File: config.mk
export PLATFORM = sky130hd
export DESIGN_NAME = frame_scheduler_flat
export DESIGN_NICKNAME = d
export VERILOG_FILES = /design/src/rtl/frame_scheduler_if.sv /design/src/rtl/frame_scheduler.sv /design/src/flat_wrapper.sv
export SDC_FILE = /design/constraint.sdc
export NUM_CORES = 1
export LEC_CHECK = 0
export ABC_AREA = 0
export CAP_MARGIN = 20
export CORE_MARGIN = 5
export CORE_UTILIZATION = 30
export CTS_CLUSTER_SIZE = 30
export DETAILED_ROUTE_END_ITERATION = 12
export GPL_ROUTABILITY_DRIVEN = 0
export PLACE_DENSITY = 0.51
export SYNTH_ARGS = -nofsm -noshare
export SYNTH_HDL_FRONTEND = slang
export SYNTH_SLANG_ARGS = --single-unit
File: constraint.sdc
create_clock -name clk_render -period 3.4 [get_ports clk_render]
set_input_delay 0.68 -clock clk_render [delete_from_list [all_inputs] [get_ports clk_render]]
set_output_delay 0.68 -clock clk_render [all_outputs]
set_load 0.005 [all_outputs]
File: src/rtl/frame_scheduler_if.sv
// rtl/frame_scheduler_if.sv - frame scheduler signal bundle
// Purpose: groups the frame pulse, busy inputs, frame-control pulses,
//          animation offsets and status outputs of frame_scheduler.
// Modports:
//   slave  - scheduler side: frame_pix/renderer_busy/feeder_busy in,
//            swap/begin_frame/offset_x/offset_y/frame_count/
//            dropped_count/timeout/state_dbg out
//   master - environment side, directions mirrored
interface frame_scheduler_if;
    logic               frame_pix;
    logic               renderer_busy;
    logic               feeder_busy;
    logic               swap;
    logic               begin_frame;
    logic signed [31:0] offset_x;
    logic signed [31:0] offset_y;
    logic [15:0]        frame_count;
    logic [15:0]        dropped_count;
    logic               timeout;
    logic [1:0]         state_dbg;

    modport slave (
        input  frame_pix, renderer_busy, feeder_busy,
        output swap, begin_frame, offset_x, offset_y,
               frame_count, dropped_count, timeout, state_dbg
    );

    modport master (
        output frame_pix, renderer_busy, feeder_busy,
        input  swap, begin_frame, offset_x, offset_y,
               frame_count, dropped_count, timeout, state_dbg
    );
endinterface

File: src/rtl/frame_scheduler.sv
// rtl/frame_scheduler.sv - per-frame render sequencer
// Purpose: synchronises the pixel-domain frame pulse, starts a render pass
//          (swap + begin_frame) only when the pipeline is idle, waits for
//          busy to rise and fall plus a drain window, drops frames that
//          arrive while work is in flight, steps the animation offsets and
//          keeps a render watchdog and status counters.
// Ports:
//   clk_render - render clock
//   btn_rst_n  - asynchronous active-low reset (released synchronously)
//   sched      - frame_scheduler_if.slave bundle (see interface file)
module frame_scheduler #(
    parameter int unsigned        DRAIN_CYCLES   = 4,
    parameter int unsigned        ARM_TIMEOUT    = 16,
    parameter int unsigned        RENDER_TIMEOUT = 2000000,
    parameter logic signed [31:0] X_MIN          = -(160 << 15),
    parameter logic signed [31:0] X_MAX          = (160 << 15),
    parameter logic signed [31:0] X_STEP         = (1 << 15),
    parameter logic signed [31:0] Y_MIN          = 0,
    parameter logic signed [31:0] Y_MAX          = (120 << 15),
    parameter logic signed [31:0] Y_STEP         = (1 << 13)
) (
    input  logic             clk_render,
    input  logic             btn_rst_n,
    frame_scheduler_if.slave sched
);
    localparam int unsigned CNT_MAX0 = (ARM_TIMEOUT > DRAIN_CYCLES) ? ARM_TIMEOUT : DRAIN_CYCLES;
    localparam int unsigned CNT_MAX  = (RENDER_TIMEOUT > CNT_MAX0) ? RENDER_TIMEOUT : CNT_MAX0;
    localparam int          CNT_W    = $clog2(CNT_MAX + 1);
    localparam logic [CNT_W-1:0] ARM_LAST    = CNT_W'(ARM_TIMEOUT - 1);
    localparam logic [CNT_W-1:0] RENDER_LAST = CNT_W'(RENDER_TIMEOUT - 1);
    localparam logic [CNT_W-1:0] DRAIN_LOAD  = CNT_W'(DRAIN_CYCLES);

    typedef enum logic [1:0] {
        READY  = 2'd0,
        ARM    = 2'd1,
        RENDER = 2'd2,
        DRAIN  = 2'd3
    } state_t;

    // Reset is asserted asynchronously but released on a clock edge.
    logic r_rst_meta, r_rst_sync;
    always_ff @(posedge clk_render or negedge btn_rst_n) begin
        if (!btn_rst_n) begin
            r_rst_meta <= 1'b0;
            r_rst_sync <= 1'b0;
        end else begin
            r_rst_meta <= 1'b1;
            r_rst_sync <= r_rst_meta;
        end
    end

    // Frame pulse synchroniser and edge detect. r_vld_cnt marks when
    // r_sync2_d holds a genuinely sampled value; edges are only honoured
    // once the synchronised pulse has been seen low, so a pulse already
    // high across reset release cannot start a frame.
    logic       r_sync1, r_sync2, r_sync2_d, r_edge_en;
    logic [1:0] r_vld_cnt;
    logic       w_frame_edge;
    always_ff @(posedge clk_render or negedge r_rst_sync) begin
        if (!r_rst_sync) begin
            r_sync1   <= 1'b0;
            r_sync2   <= 1'b0;
            r_sync2_d <= 1'b0;
            r_vld_cnt <= 2'd0;
            r_edge_en <= 1'b0;
        end else begin
            r_sync1   <= sched.frame_pix;
            r_sync2   <= r_sync1;
            r_sync2_d <= r_sync2;
            r_vld_cnt <= (r_vld_cnt == 2'd3) ? 2'd3 : r_vld_cnt + 2'd1;
            r_edge_en <= r_edge_en | ((r_vld_cnt == 2'd3) & ~r_sync2_d);
        end
    end
    assign w_frame_edge = r_sync2 & ~r_sync2_d & r_edge_en;

    state_t           r_state, w_next;
    logic [CNT_W-1:0] r_cnt, w_cnt_next;
    logic             w_busy, w_start, w_drop, w_wd;

    assign w_busy = sched.renderer_busy | sched.feeder_busy;

    always_ff @(posedge clk_render or negedge r_rst_sync) begin
        if (!r_rst_sync) begin
            r_state <= READY;
            r_cnt   <= '0;
        end else begin
            r_state <= w_next;
            r_cnt   <= w_cnt_next;
        end
    end

    always_comb begin
        w_next     = r_state;
        w_cnt_next = r_cnt;
        w_start    = 1'b0;
        w_drop     = 1'b0;
        w_wd       = 1'b0;
        case (r_state)
            READY: begin
                if (w_frame_edge) begin
                    w_start    = 1'b1;
                    w_next     = ARM;
                    w_cnt_next = '0;
                end
            end
            ARM: begin
                w_drop = w_frame_edge;
                if (w_busy) begin
                    w_next     = RENDER;
                    w_cnt_next = '0;
                end else if (r_cnt == ARM_LAST) begin
                    // Nothing picked up the frame: treat it as empty.
                    w_next     = DRAIN;
                    w_cnt_next = DRAIN_LOAD;
                end else begin
                    w_cnt_next = r_cnt + CNT_W'(1);
                end
            end
            RENDER: begin
                w_drop = w_frame_edge;
                if (!w_busy) begin
                    w_next     = DRAIN;
                    w_cnt_next = DRAIN_LOAD;
                end else if (r_cnt == RENDER_LAST) begin
                    w_wd       = 1'b1;
                    w_next     = DRAIN;
                    w_cnt_next = DRAIN_LOAD;
                end else begin
                    w_cnt_next = r_cnt + CNT_W'(1);
                end
            end
            DRAIN: begin
                w_drop = w_frame_edge;
                if (w_busy) begin
                    w_cnt_next = DRAIN_LOAD;
                end else if (r_cnt <= CNT_W'(1)) begin
                    w_next = READY;
                end else begin
                    w_cnt_next = r_cnt - CNT_W'(1);
                end
            end
            default: w_next = READY;
        endcase
    end

    logic               r_swap, r_begin, r_timeout;
    logic signed [31:0] r_off_x, r_off_y;
    logic [15:0]        r_frame_count, r_dropped;
    always_ff @(posedge clk_render or negedge r_rst_sync) begin
        if (!r_rst_sync) begin
            r_swap        <= 1'b0;
            r_begin       <= 1'b0;
            r_timeout     <= 1'b0;
            r_off_x       <= X_MIN;
            r_off_y       <= Y_MIN;
            r_frame_count <= 16'd0;
            r_dropped     <= 16'd0;
        end else begin
            r_swap  <= w_start;
            r_begin <= w_start;
            if (w_start) begin
                r_frame_count <= r_frame_count + 16'd1;
                r_off_x       <= (r_off_x >= X_MAX) ? X_MIN : r_off_x + X_STEP;
                r_off_y       <= (r_off_y >= Y_MAX) ? Y_MIN : r_off_y + Y_STEP;
            end
            if (w_drop && (r_dropped != 16'hFFFF)) begin
                r_dropped <= r_dropped + 16'd1;
            end
            if (w_wd) begin
                r_timeout <= 1'b1;
            end
        end
    end

    assign sched.swap          = r_swap;
    assign sched.begin_frame   = r_begin;
    assign sched.offset_x      = r_off_x;
    assign sched.offset_y      = r_off_y;
    assign sched.frame_count   = r_frame_count;
    assign sched.dropped_count = r_dropped;
    assign sched.timeout       = r_timeout;
    assign sched.state_dbg     = r_state;
endmodule

File: src/flat_wrapper.sv
// flat-port wrapper written by rule: the top's interface ports become plain ports
module frame_scheduler_flat 
#(
    parameter int unsigned        DRAIN_CYCLES   = 4,
    parameter int unsigned        ARM_TIMEOUT    = 16,
    parameter int unsigned        RENDER_TIMEOUT = 2000000,
    parameter logic signed [31:0] X_MIN          = -(160 << 15),
    parameter logic signed [31:0] X_MAX          = (160 << 15),
    parameter logic signed [31:0] X_STEP         = (1 << 15),
    parameter logic signed [31:0] Y_MIN          = 0,
    parameter logic signed [31:0] Y_MAX          = (120 << 15),
    parameter logic signed [31:0] Y_STEP         = (1 << 13)
)
  (clk_render, btn_rst_n, sched_frame_pix, sched_renderer_busy, sched_feeder_busy, sched_swap, sched_begin_frame, sched_offset_x, sched_offset_y, sched_frame_count, sched_dropped_count, sched_timeout, sched_state_dbg);
  frame_scheduler_if sched_i ();
  input  logic clk_render;
  input  logic btn_rst_n;
  input wire logic [$bits(sched_i.frame_pix)-1:0] sched_frame_pix;
  input wire logic [$bits(sched_i.renderer_busy)-1:0] sched_renderer_busy;
  input wire logic [$bits(sched_i.feeder_busy)-1:0] sched_feeder_busy;
  output wire logic [$bits(sched_i.swap)-1:0] sched_swap;
  output wire logic [$bits(sched_i.begin_frame)-1:0] sched_begin_frame;
  output wire logic [$bits(sched_i.offset_x)-1:0] sched_offset_x;
  output wire logic [$bits(sched_i.offset_y)-1:0] sched_offset_y;
  output wire logic [$bits(sched_i.frame_count)-1:0] sched_frame_count;
  output wire logic [$bits(sched_i.dropped_count)-1:0] sched_dropped_count;
  output wire logic [$bits(sched_i.timeout)-1:0] sched_timeout;
  output wire logic [$bits(sched_i.state_dbg)-1:0] sched_state_dbg;
  assign sched_i.frame_pix = sched_frame_pix;
  assign sched_i.renderer_busy = sched_renderer_busy;
  assign sched_i.feeder_busy = sched_feeder_busy;
  assign sched_swap = sched_i.swap;
  assign sched_begin_frame = sched_i.begin_frame;
  assign sched_offset_x = sched_i.offset_x;
  assign sched_offset_y = sched_i.offset_y;
  assign sched_frame_count = sched_i.frame_count;
  assign sched_dropped_count = sched_i.dropped_count;
  assign sched_timeout = sched_i.timeout;
  assign sched_state_dbg = sched_i.state_dbg;
  frame_scheduler #(.DRAIN_CYCLES(DRAIN_CYCLES), .ARM_TIMEOUT(ARM_TIMEOUT), .RENDER_TIMEOUT(RENDER_TIMEOUT), .X_MIN(X_MIN), .X_MAX(X_MAX), .X_STEP(X_STEP), .Y_MIN(Y_MIN), .Y_MAX(Y_MAX), .Y_STEP(Y_STEP)) u_core (.clk_render(clk_render), .btn_rst_n(btn_rst_n), .sched(sched_i));
endmodule
After elaboration in Yosys (flattened, before gate mapping)
Cells that the tools add are included.
{"block": "op_classes", "n_addsub": 7, "mul": 0, "div": 0, "magnitude_cmp": 3, "n_eq_ne": 13, "shifts": 0, "mux": 25, "bitwise": 6, "reduce_logical": 5}
{"operator": "21-bit two-way mux", "count": 7}
{"operator": "21-bit one-hot mux with 4 select lines", "count": 1}
{"operator": "32-bit two-way mux", "count": 2}
{"operator": "16-bit by 1-bit adder with 16-bit output, second input constant", "count": 2}
{"operator": "32-bit by 15-bit adder with 32-bit output, second input constant", "count": 1}
{"operator": "32-bit by 17-bit adder with 32-bit output, second input constant", "count": 1}
{"operator": "32-bit by 23-bit greater-or-equal comparator with 1-bit output, second input constant", "count": 1}
{"operator": "32-bit by 24-bit greater-or-equal comparator with 1-bit output, second input constant", "count": 1}
{"operator": "21-bit by 1-bit adder with 21-bit output, second input constant", "count": 1}
{"operator": "21-bit equality test, second input constant", "count": 1}
{"operator": "21-bit by 4-bit equality test with 1-bit output, second input constant", "count": 1}
{"operator": "21-bit by 1-bit less-or-equal comparator with 1-bit output, second input constant", "count": 1}
{"operator": "21-bit by 1-bit subtractor with 21-bit output, second input constant", "count": 1}
{"operator": "2-bit two-way mux", "count": 8}
{"operator": "16-bit != test, second input constant", "count": 1}
{"operator": "2-bit one-hot mux with 4 select lines", "count": 1}
{"operator": "2-bit equality test, second input constant", "count": 3}
{"operator": "1-bit two-way mux", "count": 6}
{"operator": "5-bit AND reduction", "count": 1}
{"operator": "2-bit by 1-bit != test with 1-bit output, second input constant", "count": 2}
{"operator": "1-bit AND", "count": 3}
{"operator": "3-bit by 1-bit != test with 1-bit output, second input constant", "count": 1}
{"operator": "3-bit by 2-bit != test with 1-bit output, second input constant", "count": 1}
{"operator": "3-bit != test, second input constant", "count": 1}
{"operator": "9 further kinds", "count": 10}
{"block": "word_totals", "reg_bits": 129, "latchBits": 0, "ramBits": 0, "mem_bits_ro": 0, "inputBits": 5, "output_inout_bits": 101, "wordCells": 74, "mem_count": 0}

Depth between registers and ports, before layout
{"block": "depth", "word_depth": 5, "mapped_depth": 9, "ltp_nobuf": 9}

Worst setup path before layout
Ideal clock, no wire load.
{"block": "synth_path", "path_kind": "reg2reg", "from": "register u_core.r_cnt[0]", "to": "register u_core.r_cnt[19]", "setup_ps": 129, "arrival_ps": 2201, "required_ps": 3271, "slack_ps": 1070, "stages_incl_launch_ff": 9, "n_path_buf": 1, "period_less_slack_ps": 2330, "cell_sequence": "dfrtp_1 > ha_1 > nand3_1 > or4b_1 > o21ai_1 > a21oi_2 > buf_6 > a221oi_2 > a21oi_1"}
{"block": "synth_between", "elab_chain_len": 4, "word_cells_on_any_way": 14, "cone_classes": "2 x add/sub; 1 x order compare; 3 x eq/ne; 7 x mux; 1 x reduce/logical"}
{"element": "start: declaration", "line_no": "frame_scheduler.sv:77", "source": "logic [CNT_W-1:0] r_cnt, w_cnt_next;"}
{"element": "start signal: assignment", "line_no": "frame_scheduler.sv:88", "source": "r_cnt <= w_cnt_next;"}
{"element": "21-bit by 1-bit subtractor with 21-bit output, or another cell as far along", "line_no": "frame_scheduler.sv:139", "source": "w_cnt_next = r_cnt - CNT_W'(1);"}
{"element": "21-bit two-way mux (on tied branches)", "line_no": "frame_scheduler.sv:136, frame_scheduler.sv:111, frame_scheduler.sv:124"}
{"element": "21-bit two-way mux (on tied branches)", "line_no": "frame_scheduler.sv:134, frame_scheduler.sv:108, frame_scheduler.sv:121"}
{"element": "21-bit one-hot mux with 4 select lines", "line_no": "frame_scheduler.sv:98", "source": "case (r_state)"}
Parallel ways exist; a longest one is shown, timed or not. The select of a mux whose other input is x is not followed.
A chain may end at the register's enable or synchronous reset.

Worst setup path after layout
{"block": "layout_path", "from": "register u_core.r_cnt[17]", "to": "register u_core.r_cnt[8]"}
{"block": "layout_between", "elab_chain_len": 4, "word_cells_on_any_way": 10, "cone_classes": "1 x order compare; 3 x eq/ne; 5 x mux; 1 x reduce/logical"}
{"element": "branches (longest 4 deep; another with 21-bit by 1-bit less-or-equal comparator with 1-bit output)"}
Several ways; the timed one is not identified.

==> results.sh <==
export IMPL_drc=0
export IMPL_total_leakage_power_nw=2.899
export IMPL_crit_path_end_kind="flip-flop"
export IMPL_post_cts_buffers=0
export IMPL_tightest_slew_ns=0.8016
export IMPL_path_max_fanout=9
export IMPL_insertion_delay_ns=0.35
export IMPL_htreeDepth=3
export IMPL_crit_chain="nor4_1, o2111ai_1, o21ai_0, nor3_2, a221oi_2, a21oi_1"
export IMPL_cp_required_ns=3.62
export IMPL_routed_wl_um=15280
export IMPL_drtIter0Drc=312
export IMPL_met2_wirelength_um=7296
export IMPL_finalClockSkew_ns=0.007975
export IMPL_ir_worst_vdd_v=0.0002574
export IMPL_power_per_cell_area_mw_per_mm2=683.3
export IMPL_syn_avg_cell_area_um2=9.254
export IMPL_antenna_cells=0
export IMPL_die_area_mm2=0.02235
export IMPL_drv_cap=0
export IMPL_fin_crit_ns=2.922
export IMPL_final_max_slew_viol_count=0
export IMPL_routed_wl_met3_um=533
export IMPL_p_sw_share_pct=42.03
export IMPL_hold_class="reg2async"
export IMPL_firstDrtPassIters=5
export IMPL_syn2layout_area_growth_pct=22.18
export IMPL_dp_cells=962
export IMPL_grt_pass1_vias=4879
export IMPL_cts_inserted_buffers=9
export IMPL_grt_max_degree=80
export IMPL_synth_enable_flop_cells=0
export IMPL_synth_warnings=0
export IMPL_fillers=1960
export IMPL_hold_buffers=0
export IMPL_ctsResizeCount=0
export IMPL_cts_sinks=101
export IMPL_path_clk_slew_ns=0.07
export IMPL_highest_layer="met4"
export IMPL_rows=51
export IMPL_yosysTopAreaCell="dfrtp_1"
export IMPL_yosysSeqAreaShare_pct=43.52
export IMPL_slew_headroom_pct=46.27
export IMPL_setup_viol=0
export IMPL_vias=4946
export IMPL_ant_nets=0
export IMPL_status="completed"
export IMPL_arrival_ns=3.15
export IMPL_die_w_um=149.5
export IMPL_cts_tree="done"
export IMPL_finalPower_w=0.004875
export IMPL_p_int_w=0.002826
export IMPL_rsz0062_at_grt="no"
export IMPL_cts_buffer_depth=2
export IMPL_clockRootBuffer="clkbuf_16"
export IMPL_dp_hpwl_um=10980
export IMPL_cp_start_kind="flip-flop"
export IMPL_fp_dieH_um=149.5
export IMPL_synth_area_mm2=0.005839
export IMPL_max_freq_mhz=342.2
export IMPL_io_buffer_count=77
export IMPL_critical_path_class="reg2reg"
export IMPL_synth_async_reset_ratio_pct=100.0
export IMPL_ioPinCount=106
export IMPL_critPathMaxStageDelay_ns=0.63
export IMPL_power_switching_w=0.002049
export IMPL_yosys_register_bits=101
export IMPL_final_nets=726
export IMPL_viasPerCell=5.052
export IMPL_critPathSlowestCell="o21ai_0"
export IMPL_yosysTopAreaCellShare_pct=38.57
export IMPL_tns_ns=0
export IMPL_netlist_cell_type_count=74
export IMPL_core_area_mm2=0.01933
export IMPL_clockPowerShare_pct=21.7
export IMPL_synth_most_common_cell="dfrtp_1"
export IMPL_synthTopCellsByCount="90 x dfrtp_1, 70 x nand2_1, 49 x nor2_1"
export IMPL_wl_met1_um=7228
export IMPL_path_buf_inv=0
export IMPL_crit_family="compound AO/OA/AOI/OAI gates"
export IMPL_routedWlPerCell_um=15.60
export IMPL_power_share_combinational_pct=43.3
export IMPL_pwr_share_seq_pct=35.0
export IMPL_start_util_pct=30.20
export IMPL_finalNonFillerCells=979
export IMPL_syn_inst=631
export IMPL_layout_drive_gt1_share_pct=7.703
export IMPL_antenna_found_initial=0
export IMPL_synth_top_flop_cell="dfrtp_1"
export IMPL_period_share_pct=85.94
export IMPL_grt_pass1_wl_um=25300
export IMPL_final_hold_viol_count=0
export IMPL_synth_area_leaders="dfrtp_1 39%, xnor2_1 5.1%, dfstp_2 4.9%, nand2_1 4.5%, buf_4 3.9%"
export IMPL_grt_overflow=0
export IMPL_track_usage_pct=13.84
==> power groups by stage <==
stage / clock, W / combinational (W) / sequential (W)
after floorplan: 0 / 0.00149 / 0.00163
after global placement: 0 / 0.00206 / 0.00173
after detailed placement: 0 / 0.00207 / 0.00174
after CTS: 0.00109 / 0.00208 / 0.00172
after global routing: 0.00114 / 0.00231 / 0.00175
final: 0.00106 / 0.00211 / 0.00171
==> cell families after synthesis <==
family | synth area share, %
multiplexers | 0.3643
adder cells (fa/ha/maj) | 2.571
AO/OA/AOI/OAI | 14.21
flip-flops | 43.52
AND/OR/NAND/NOR | 24.56
other | 0.1286
XOR/XNOR | 8.100
buffers and inverters | 6.557
==> cell usage in the layout, fill, tap and decap left out, types with 7 or more instances in the layout <==
cell,Yosys,layout
nor4_1,12,12
a21oi_1,32,32
and4_1,7,7
o211ai_1,7,7
clkdlybuf4s50_1,0,77
xor2_1,20,20
dfrtp_1,90,89
a31oi_1,8,8
or3_1,11,11
o21ai_0,25,25
ha_1,12,12
clkbuf_16,0,10
conb_1,2,29
and3_1,11,11
buf_4,30,12
inv_1,13,13
xnor2_1,34,34
nand4_1,16,16
dfstp_2,11,11
nor2_1,49,49
nand2_1,70,70
nand3_1,44,44
nor3_1,17,17
==> cell type report <==
class                           instances  area, um2  area share, %
Inverter                               14      52.55         0.7366
Multi-Input combinational cell        493       3017          42.28
Clock buffer                           14      285.3          3.999
Sequential cell                       101       2545          35.67
Clock inverter                          2      15.01         0.2105
Tap cell                              265      331.6          4.647
Timing Repair Buffer                   90      888.4          12.45
==> routing by layer <==
metal	track usage (%)	up-vias
met5	0	-
met4	4.073	0
met3	2.635	18
met2	22.22	117
met1	19.03	2443
li1	-	2368
==> registers in the layout (all words and copies together), names as in the netlist <==
| signal | count |
|---|---|
| u_core.sched.offset_y | 19 |
| u_core.r_sync2 | 1 |
| u_core.r_rst_meta | 1 |
| u_core.r_sync2_d | 1 |
| u_core.r_sync1 | 1 |
| u_core.sched.timeout | 1 |
| u_core.sched.swap | 1 |
| u_core.r_cnt | 21 |
| u_core.sched.state_dbg | 2 |
| u_core.r_rst_sync | 1 |
| u_core.sched.frame_count | 16 |
| u_core.sched.dropped_count | 16 |
| u_core.r_vld_cnt | 2 |
| u_core.sched.offset_x | 17 |
| u_core.r_edge_en | 1 |
==> final timing paths <==
| check | slack, ns | from | cells past startpoint | to |
|---|---|---|---|---|
| max reg2reg | 0.48 | u_core.r_cnt[17]$_DFFE_PN0P_ | 6 | u_core.r_cnt[8]$_DFFE_PN0P_ |
| min | 0.27 | u_core.r_rst_sync$_DFF_PN0_ | 0 | u_core.r_sync1$_DFF_PN0_ |
| min reg2reg | 0.27 | u_core.r_rst_sync$_DFF_PN0_ | 0 | u_core.r_sync1$_DFF_PN0_ |
| max in group asynchronous | 2.20 | u_core.r_rst_sync$_DFF_PN0_ | 2 | u_core.sched.offset_x[16]$_DFFE_PN0P_ |
| max | 0.48 | u_core.r_cnt[17]$_DFFE_PN0P_ | 6 | u_core.r_cnt[8]$_DFFE_PN0P_ |
| min in group clk_render | 0.35 | u_core.r_sync1$_DFF_PN0_ | 0 | u_core.r_sync2$_DFF_PN0_ |
==> worst reg2reg max path, stage by stage, from the launching register on <==
cell       delay (ns)
dfrtp_1          0.47
nor4_1           0.60
o2111ai_1        0.42
o21ai_0          0.63
nor3_2           0.27
a221oi_2         0.32
a21oi_1          0.10
==> stage by stage <==
stage	utilization [%]	area (um2)	hold slack [ns]	setup slack, ns
5_1_grt	36.90	7134	0.3114	0.3692
2_1_floorplan	-	5941	0.3312	0.3974
3_5_place_dp	35.20	6807	0.3378	0.5009
6_report	36.90	7134	0.2650	0.4779
3_3_place_gp	35.20	6807	0.3381	0.5619
4_1_cts	36.76	7107	0.3544	0.5314
No activity file was read; power rests on OpenSTA's default activity.
